File: src/rtl/srl_delay_line.sv
// Addressable shift-register delay line with a registered tap output, occupancy counter and data-valid flag.
// The sample storage has no reset so it can be mapped onto SRL primitives.
module srl_delay_line #(
   parameter int W  = 11,
   parameter int N  = 64,
   parameter int AW = 6
) (
   input  logic          clk,
   input  logic          rst,
   input  logic [W-1:0]  d,
   input  logic          ce,
   input  logic          flush,
   input  logic [AW-1:0] a,
   output logic [W-1:0]  y,
   output logic          vld,
   output logic          full,
   output logic [AW:0]   lvl
);

   // N is a power of two, so the saturation value is the top bit of lvl
   localparam logic [AW:0] LVL_MAX = {1'b1, {AW{1'b0}}};
   localparam logic [AW:0] LVL_ONE = {{AW{1'b0}}, 1'b1};

   logic [W-1:0] sr [0:N-1];
   logic [AW:0]  lvl_next;

   always_ff @(posedge clk) begin
      if (ce) begin
         sr[0] <= d;
         for (int i = 1; i < N; i++) begin
            sr[i] <= sr[i-1];
         end
      end
   end

   always_comb begin
      lvl_next = lvl;
      if (flush) begin
         lvl_next = ce ? LVL_ONE : '0;
      end else if (ce && (lvl != LVL_MAX)) begin
         lvl_next = lvl + LVL_ONE;
      end
   end

   // vld compares the tap against the occupancy seen before this edge's write
   always_ff @(posedge clk or posedge rst) begin
      if (rst) begin
         y    <= '0;
         vld  <= 1'b0;
         full <= 1'b0;
         lvl  <= '0;
      end else begin
         y    <= sr[a];
         vld  <= !flush && (lvl > {1'b0, a});
         full <= (lvl_next == LVL_MAX);
         lvl  <= lvl_next;
      end
   end

endmodule
File: config.mk
export PLATFORM = sky130hd
export DESIGN_NAME = srl_delay_line
export DESIGN_NICKNAME = d
export VERILOG_FILES = /design/src/rtl/srl_delay_line.sv
export SDC_FILE = /design/constraint.sdc
export NUM_CORES = 1
export LEC_CHECK = 0
export CORE_MARGIN = 5
export CORE_UTILIZATION = 46
export CTS_CLUSTER_DIAMETER = 200
export CTS_CLUSTER_SIZE = 28
export DETAILED_ROUTE_END_ITERATION = 8
export GPL_ROUTABILITY_DRIVEN = 0
export PLACE_DENSITY_LB_ADDON = 0.3
export SYNTH_ARGS = -nofsm -noshare
export SYNTH_HDL_FRONTEND = slang
export SYNTH_SLANG_ARGS = --single-unit
export TNS_END_PERCENT = 100
File: constraint.sdc
create_clock -name clk -period 2.35 [get_ports clk]
set_input_delay 0.235 -clock clk [delete_from_list [all_inputs] [get_ports clk]]
set_output_delay 0.235 -clock clk [all_outputs]
set_load 0.1 [all_outputs]
==> results of run 1 <==
==> cell usage after synthesis, types with 5 or more instances <==
| cell type | instances | area share |
|---|---|---|
| o21ai_0 | 9 | 0.0016 |
| buf_6 | 6 | 0.0024 |
| clkbuf_1 | 14 | 0.0019 |
| edfxtp_1 | 704 | 0.76 |
| nor2b_1 | 8 | 0.0018 |
| a31oi_1 | 6 | 0.0014 |
| a22oi_1 | 20 | 0.0054 |
| ha_1 | 8 | 0.0036 |
| mux4_1 | 6 | 0.0057 |
| nor2_1 | 27 | 0.0037 |
| nand3_1 | 18 | 0.0032 |
| mux4_2 | 167 | 0.14 |
| dfrtp_1 | 20 | 0.018 |
| and2_1 | 5 | 0.0011 |
| mux2i_1 | 12 | 0.0043 |
| buf_2 | 20 | 0.0036 |
| inv_1 | 7 | 0.00095 |
| mux2_2 | 15 | 0.0061 |
| nor3_1 | 8 | 0.0014 |
| nand2_1 | 28 | 0.0038 |
| a211oi_1 | 6 | 0.0016 |
| buf_4 | 12 | 0.0032 |
| o22ai_1 | 28 | 0.0063 |
| a21oi_1 | 12 | 0.0022 |
==> state kept, by name, summed over array words and instances, names as in the netlist <==
| signal | cells |
|---|---|
| sr | 704 |
| y | 11 |
| lvl | 7 |
| full | 1 |
| vld | 1 |
==> worst reg2reg max path, delay by kind of cell (launching register included) <==
family,cells,cell delay (ns)
AND/OR/NAND/NOR,2,0.75
flip-flops,1,0.48
AO/OA/AOI/OAI,2,0.37
multiplexers,1,0.28
==> path summary, 6_finish.rpt <==
kind / from / to / slack [ns]
max in group asynchronous: rst / lvl[0] / 1.47
min in group asynchronous: rst / y[2] / 0.55
hold reg to reg: sr[37][7] / sr[38][7] / 0.43
setup / recovery: lvl[3] / full / 0.37
hold / removal: d[3] / sr[0][3] / 0.17
setup reg to reg: lvl[3] / full / 0.37
==> area by class of cell <==
class                           instances  area share
Multi-Input combinational cell        434       0.186
Timing Repair Buffer                  104      0.0348
Sequential cell                       724       0.717
Inverter                               10     0.00124
Clock inverter                          2     0.00128
Tap cell                              782      0.0324
Clock buffer                           52      0.0269
==> layer usage <==
layer  global-route usage  vias to the layer above  wire length, µm
met3               0.0188                       45             2530
met5                    0                        -                0
met4               0.0274                        0              714
li1                     -                     5327                -
met1                0.241                     6718            23900
met2                0.235                      362            23900
==> per-stage QoR <==
step	cell area [µm²]	instances	util	worst slack, ns
after floorplan	27700	1229	-	0.109
after global placement	29300	2052	0.488	0.115
after detailed placement	29300	2052	0.488	0.0658
after CTS	30200	2108	0.503	0.377
after global routing	30200	2108	0.503	0.294
final	30200	2108	0.503	0.368
==> repair_timing <==
item	4_1_cts	5_1_grt
hold buffers	2	0
endpoints found under the hold margin	25	0
setup endpoints to repair	0	0
==> kinds of logic (layout without fill, tap and decap cells) <==
family,Yosys count,count (layout),share of synthesized area
muxes,200,200,0.152
and+or+nand+nor,112,112,0.0194
buffers and inverters,71,168,0.0167
xor gates and xnor gates,5,5,0.00158
adders and majority gates,8,8,0.00361
DFF,724,724,0.780
AOI/OAI and AO/OA,109,109,0.0267
==> power by group through the flow <==
stage          clock [µW]  sequential (µW)  combinational, µW
3_3_place_gp            0            15600               1890
5_1_grt              6970            15500               2020
4_1_cts              6460            15400               1920
3_5_place_dp            0            15700               1920
2_1_floorplan           0            15700                974
6_report             6210            15400               1890
==> cell usage in the layout (no fill, tap or decap), types with 3 or more instances in the layout <==
cell type        count
o32ai_1              3
a22o_1               3
clkbuf_16           29
a211oi_1             6
dfrtp_1             18
nor2_1              27
o221ai_1             4
nand2b_1             4
nand4_1              3
edfxtp_1           704
mux2i_1             12
mux4_1               6
buf_12              17
clkdlybuf4s50_1     15
clkbuf_1            23
o22ai_1             28
a22oi_1             20
inv_1                7
nand3_1             18
xor2_1               3
and2_1               5
a31oi_1              6
a21oi_1             12
o41ai_1              4
inv_2                3
or3_1                4
nor2b_1              8
mux4_2             167
a2111oi_0            4
o21ai_1              4
ha_1                 8
mux2_2              15
o21ai_0              9
nand2_1             28
buf_4               65
nor3_1               8
==> metrics.csv, run 1 <==
metric;value;unit
p_total;23500;µW
post_cts_resized;0;
maxCapViolCount;0;
dieWidth;256;µm
synth_edf_count;704;
seqPwrFrac;0.655;
rsz0062_at_grt;false;
cts_tree;built;
dp_hpwl;31.7;mm
drtIter0Drc;1418;
crit_cells;5;
powerDensity;778;mW/mm²
endpoint_kind;flip-flop;
worstHoldPathType;in -> reg;
worstPathCellList;or4_1 -> o21ai_0 -> mux2i_1 -> a21oi_1 -> nor4_1;
routed_wl;51.0;mm
drive_gt1_frac;0.232;
path_clk_slew;0.11;ns
overflow;0;
clockBufferDepth;3;
whs;0.166;ns
async_flop_share;0.0276;
cts_setup_buffers;0;
criticalPathCategory;reg -> reg;
pwr-share-clk;0.264;
grt_pass1_wl;79.2;mm
yosysUniqueCellTypes;53;
cts_buffers;29;
syn_to_final_growth;8.86;%
netlist_area;0.0277;mm²
die_y;256;µm
worstPathArrival;2.48;ns
swShare;0.221;
combPwrFrac;0.080;
yosysWarnings;0;
antenna_found_initial;1;
cts_sinks;724;
grt_pass1_vias;12700;
grt_max_degree;145;
synth.ff_latch_count;724;
path_max_fanout;6;
ys_seq_area_frac;0.780;
crit_slowest_cell;or4_1;
startpoint_type;flip-flop;
fin_crit_sh;0.843;
diodes;0;
std_cell_rows;90;
worstRegToRegCells;5;
register_area;0.0216;mm²
multi_input_area;0.00563;mm²
fill_cells;4654;
synth_flop_cell;edfxtp_1;
path_buf_inv;0;
io_pins;41;
dieArea;0.0653;mm²
p_leak;0.00990;µW
slew_headroom;0.496;
grtUsageTotal;0.152;
final_max_slew_viol_count;0;
tns;0;ns
firstDrtPassIters;5;
start_util;0.462;
vias;12500;
cp.required;2.85;ns
internal_power;18300;µW
p_sw;5200;µW
status;complete, no violations;
ir_worst_vdd;0.000518;V
tightest_slew;0.756;ns
drc_errors;0;
nNetsFinal;1332;
fmax;0.505;GHz
clock_skew;0.0332;ns
holdPathStages;1;
core;0.0600;mm²
root_buffer;clkbuf_16;
setup_viol;0;
postRouteAntennaNets;0;
htreeDepth;1;
syn_area_per_cell;22.6;µm²
io_buffers;40;
synth_nets;1258;
hold_viol;0;
finalCriticalPeriod;1.98;ns
syn_inst;1229;
cp_top_family;simple AND/OR/NAND/NOR gates;
vias_per_cell;5.91;
clkLatencyLatePin;0.63;ns
slowest_delay;0.58;ns
post_drt_wl_per_cell;24.2;µm
(Power assumes the default switching activity.)
==> inputs of run 2 (changes only) <==
Clock period 2.35 ns to 1.7 ns, I/O delays scaled along.
==> run 2 against run 1 <==
Compared with the run above: the flow now finishes with violations (negative setup slack); clock skew decreased by 0.017 ns; non-clock buffer count is 130 higher; clock-buffer cell count stayed put; via count increased by 3.9%; hold slack worse by 0.11 ns; critical endpoint unchanged.
==> metrics.csv, run 2 (synthesis results as in run 1) <==
metric;value;unit;change
std_cell_rows;90;;unchanged
drive_gt1_frac;0.330;;+0.0981
clock_skew;0.0166;ns;-0.0166 ns
layout_common_cells;edfxtp_1, mux4_2, buf_4;;
place_ws;-0.589;ns;-0.654 ns
finalCriticalPeriod;1.91;ns;-0.0709 ns
dieArea;0.0653;mm²;unchanged
die_y;256;µm;unchanged
clockBufferDepth;3;;unchanged
dieWidth;256;µm;unchanged
rsz0062_at_grt;true;;
hold_viol;0;;unchanged
path_clk_slew;0.11;ns;about the same
final_max_slew_viol_count;0;;unchanged
maxCapViolCount;0;;unchanged
start_util;0.462;;unchanged
grtUsageTotal;0.157;;+0.00432
crit_slowest_cell;or4_4;;
path_buf_inv;0;;unchanged
vias;12900;;+3.9%
setup_viol;8;;+8
powerDensity;1040;mW/mm²;+33%
criticalPathCategory;reg -> reg;;
placed_area;0.0307;mm²;+4.5%
swShare;0.222;;+0.000797
vias_per_cell;5.78;;-2.2%
root_buffer;clkbuf_16;;
cts_buffers;29;;unchanged
tns;-0.639;ns;-0.639 ns
fill_cells;4559;;-2.0%
cp.required;2.24;ns;-0.61 ns
clkLatencyLatePin;0.62;ns;about the same
internal_power;25700;µW;+40%
largest_reg_flops;704;;unchanged
nNetsFinal;1462;;+9.8%
p_leak;0.0107;µW;+7.9%
dp_hpwl;34.5;mm;+9.1%
p_sw;7330;µW;+41%
syn_to_final_growth;14.8;%;
worstPathCellList;or4_4 -> o21ai_4 -> mux2i_2 -> a21oi_1 -> nor4_4;;
top_register;sr;;
antenna_found_initial;0;;-1
drtIter0Drc;1369;;-3.5%
tightest_slew;0.624;ns;-0.131 ns
drc_errors;0;;unchanged
startpoint_type;flip-flop;;
routed_wl;52.5;mm;+3.0%
postRouteAntennaNets;0;;unchanged
top_regs;sr x704, y x11, lvl x7;;
ir_worst_vdd;0.000868;V;+68%
htreeDepth;1;;unchanged
overflow;0;;unchanged
cp_top_family;simple AND/OR/NAND/NOR gates;;
grt_max_degree;114;;-21%
cts_sinks;724;;unchanged
core;0.0600;mm²;unchanged
combPwrFrac;0.095;;+0.015
cts_tree;built;;
diodes;0;;unchanged
violations;negative setup slack;;
grt_pass1_wl;81.3;mm;+2.7%
final_common_cell;edfxtp_1;;
worst_slack;-0.211;ns;-0.579 ns
fin_crit_sh;1.12;;+0.281
seqPwrFrac;0.645;;-0.010
fmax;0.523;GHz;+3.7%
slowest_delay;0.56;ns;-0.02 ns
io_buffers;40;;unchanged
pwr-share-clk;0.260;;-0.004
slew_headroom;0.584;;+0.0876
whs;0.0537;ns;-0.113 ns
worstPathArrival;2.45;ns;-0.03 ns
post_drt_wl_per_cell;23.5;µm;-3.0%
firstDrtPassIters;5;;unchanged
worstHoldPathType;in -> reg;;
path_max_fanout;3;;-3
status;complete, but fails checks;;
io_pins;41;;unchanged
grt_pass1_vias;13200;;+4.4%
endpoint_kind;flip-flop;;
final_cell_area;0.0318;mm²;+5.4%
worst-r2r-setup-slack;-0.21;ns;-0.58 ns
run 2: what timing repair did:
action	4_1_cts	5_1_grt
gates resized for setup	16	34
endpoints found under the hold margin	24	0
pin swaps	6	19
endpoints found under the setup margin	11	15
buffers inserted	4	8
hold buffers	2	0
run 2: worst paths after layout:
kind	start	end	cells after the start
min in group asynchronous	rst	lvl[3]	4
max reg2reg	lvl[5]	full	5
max	lvl[5]	full	5
min reg2reg	sr[15][7]	sr[16][7]	0
min	ce	full	4
max in group asynchronous	rst	lvl[5]	4
run 2: power groups by stage:
stage	Clock [µW]	Sequential [µW]	Combinational, µW
global placement	0	21600	3030
detailed placement	0	21700	3070
global route	9550	21400	3350
finish	8570	21300	3150
CTS	8850	21300	3110
floorplan	0	21700	1350
run 2: worst register-to-register path, stage by stage, from the launching register on:
cell	delay (ns)
dfrtp_4	0.50
or4_4	0.56
o21ai_4	0.21
mux2i_2	0.28
a21oi_1	0.15
nor4_4	0.14
run 2: layout make-up:
type	count	area, µm²	area share
Sequential cell	724	21700	0.680
Clock inverter	2	38.8	0.00122
Tap cell	782	978	0.0307
Multi-Input combinational cell	434	5880	0.185
Clock buffer	52	812	0.0255
Inverter	10	37.5	0.00118
Timing Repair Buffer	234	2420	0.0762
run 2: metal layers:
layer | global-route usage | up-vias | part of all wire
met5 | 0 | - | 0
met2 | 0.246 | 336 | 0.48
met1 | 0.242 | 6946 | 0.46
met4 | 0.0270 | 0 | 0.017
met3 | 0.0226 | 55 | 0.050
li1 | - | 5596 | -
run 2: stage by stage:
step | cells | total power (µW) | utilization
2_1_floorplan | 1229 | 23100 | -
3_3_place_gp | 2172 | 24600 | 0.511
3_5_place_dp | 2172 | 24700 | 0.511
4_1_cts | 2231 | 33200 | 0.527
5_1_grt | 2238 | 34300 | 0.530
6_report | 2238 | 33000 | 0.530
==> inputs of run 3 (changes only) <==
Settings changed: PLACE_DENSITY_LB_ADDON 0.3 to default.
Clock period 1.7 ns to 1.89 ns, I/O delays scaled along.
==> run 3 against run 2 <==
Compared with the run above: the flow now finishes without violations; sequential power shrank 10%; via count shrank 1.8%; power shrank 11%; cell count shrank 3.0%; first-iteration DRC count grew 1.8%; clock power shrank 10%; hold slack gained 0.081 ns.
==> metrics.csv, run 3 (synthesis results as in run 1) <==
metric;value;unit;change
syn_to_final_growth;11.4;%;
maxCapViolCount;0;;unchanged
final_max_slew_viol_count;0;;unchanged
hold_viol;0;;unchanged
vias_per_cell;5.85;;+1.2%
firstDrtPassIters;7;;+2
final_common_cell;edfxtp_1;;
setup_viol;0;;-8
post_drt_wl_per_cell;23.6;µm;+0.49%
min_from;d[6];;
clockBufferDepth;3;;unchanged
dieWidth;256;µm;unchanged
core;0.0600;mm²;unchanged
worstRegToRegCells;6;;+1
p_leak;0.0103;µW;-3.8%
drtIter0Drc;1393;;+1.8%
vias;12700;;-1.8%
p_sw;6480;µW;-12%
io_pins;41;;unchanged
cp.required;2.41;ns;+0.17 ns
tightest_slew;0.831;ns;+0.207 ns
worst-r2r-setup-slack;0.05;ns;+0.26 ns
drc_errors;0;;unchanged
drive_gt1_frac;0.280;;-0.0503
diodes;0;;unchanged
htreeDepth;1;;unchanged
r2r-start;lvl[0];;
path_clk_slew;0.11;ns;about the same
wl_met2;23.6;mm;-5.6%
postRouteAntennaNets;0;;unchanged
fmax;0.543;GHz;+3.8%
internal_power;22800;µW;-11%
whs_endpoint;sr[0][6];;
start_util;0.462;;unchanged
reg2reg_to;full;;
dp_hpwl;32.9;mm;-4.8%
status;complete, no violations;;
fin_crit_sh;0.974;;-0.150
antenna_found_initial;0;;unchanged
overflow;0;;unchanged
die_y;256;µm;unchanged
path_max_fanout;6;;+3
clock_skew;0.0113;ns;-0.00527 ns
cts_buffers;29;;unchanged
holdPathStages;1;;-3
root_buffer;clkbuf_16;;
nNetsFinal;1397;;-4.4%
dieArea;0.0653;mm²;unchanged
grt_max_degree;149;;+31%
io_buffers;40;;unchanged
pwr-share-clk;0.262;;+0.002
wl_met1;24.5;mm;+2.1%
ir_worst_vdd;0.000684;V;-21%
std_cell_rows;90;;unchanged
grt_pass1_wl;78.9;mm;-3.0%
final_core_util;0.515;;-0.0155
combPwrFrac;0.086;;-0.009
final_cell_area;0.0309;mm²;-2.9%
swShare;0.221;;-0.00125
grt_pass1_vias;12800;;-3.2%
powerDensity;949;mW/mm²;-8.5%
dr_wl_met3;2.25;mm;-14%
routed_wl;51.2;mm;-2.5%
startpoint_type;flip-flop;;
clkLatencyLatePin;0.61;ns;about the same
top_layer_used;met4;;
slew_headroom;0.446;;-0.138
criticalPathCategory;reg -> reg;;
endpoint_kind;flip-flop;;
top_regs;sr x704, y x11, lvl x7;;
finalCriticalPeriod;1.84;ns;-0.0695 ns
fill_cells;4661;;+2.2%
cts_tree;built;;
seqPwrFrac;0.652;;+0.007
layout_common_cells;edfxtp_1, mux4_2, buf_4;;
grtUsageTotal;0.151;;-0.00532
worstPathArrival;2.36;ns;-0.09 ns
largest_reg_flops;704;;unchanged
placed_area;0.0300;mm²;-2.2%
cts_sinks;724;;unchanged
top_register;sr;;
worstHoldPathType;in -> reg;;
[run 3: timing repair]
item / 4_1_cts / 5_1_grt
hold endpoints to repair: 13 / 0
pin swaps: 0 / 2
setup endpoints to repair: 5 / 5
gates resized for setup: 6 / 8
hold buffers: 2 / 0
setup buffers: 0 / 1
[run 3: routing by layer]
| metal | vias up | global-route usage |
|---|---|---|
| met5 | - | 0 |
| met4 | 0 | 0.0279 |
| met3 | 47 | 0.0184 |
| met2 | 306 | 0.231 |
| met1 | 6884 | 0.242 |
| li1 | 5461 | - |
[run 3: worst max path at each step]
stage / slack, ns / end / cells past startpoint / startpoint
after global routing: -0.002 / full / 6 / lvl[0]
after detailed placement: -0.29 / y[7] / 6 / a[0]
after global placement: -0.41 / y[7] / 6 / a[0]
final: 0.05 / full / 6 / lvl[0]
after CTS: 0.004 / full / 6 / lvl[1]
after floorplan: -0.05 / full / 5 / lvl[5]
[run 3: power groups by stage]
stage	logic [µW]	clock network (µW)	registers [µW]
2_1_floorplan	1210	0	19600
3_3_place_gp	2520	0	19400
3_5_place_dp	2540	0	19500
4_1_cts	2550	8000	19100
5_1_grt	2690	8570	19200
6_report	2530	7680	19100
[run 3: metrics by stage]
stage | worst slack (ns) | hold slack [ns] | power [µW] | instances | TNS, ns
4_1_cts | 0.00442 | 0.0925 | 29700 | 2170 | 0
6_report | 0.0485 | 0.135 | 29300 | 2171 | 0
2_1_floorplan | -0.0525 | 0.153 | 20800 | 1229 | -0.0525
3_3_place_gp | -0.407 | 0.422 | 21900 | 2116 | -2.02
5_1_grt | -0.00189 | 0.109 | 30500 | 2171 | -0.00189
3_5_place_dp | -0.291 | 0.427 | 22000 | 2116 | -2.00
[run 3: layout make-up]
type,instances,area (µm²),share of cell area
sequential,724,21700,0.701
multi-input combinational,434,5700,0.184
timing repair buffer,169,1690,0.0546
tap,782,978,0.0317
clock buffer,51,808,0.0262
inverter,10,37.5,0.00121
clock inverter,1,30.0,0.000972
[run 3: worst max-delay path, cell delays in order (launching register included)]
cell	delay (ns)
dfrtp_4	0.54
ha_4	0.18
nand4_1	0.07
xor2_1	0.15
nor2_1	0.08
or4_4	0.48
nor4_2	0.25
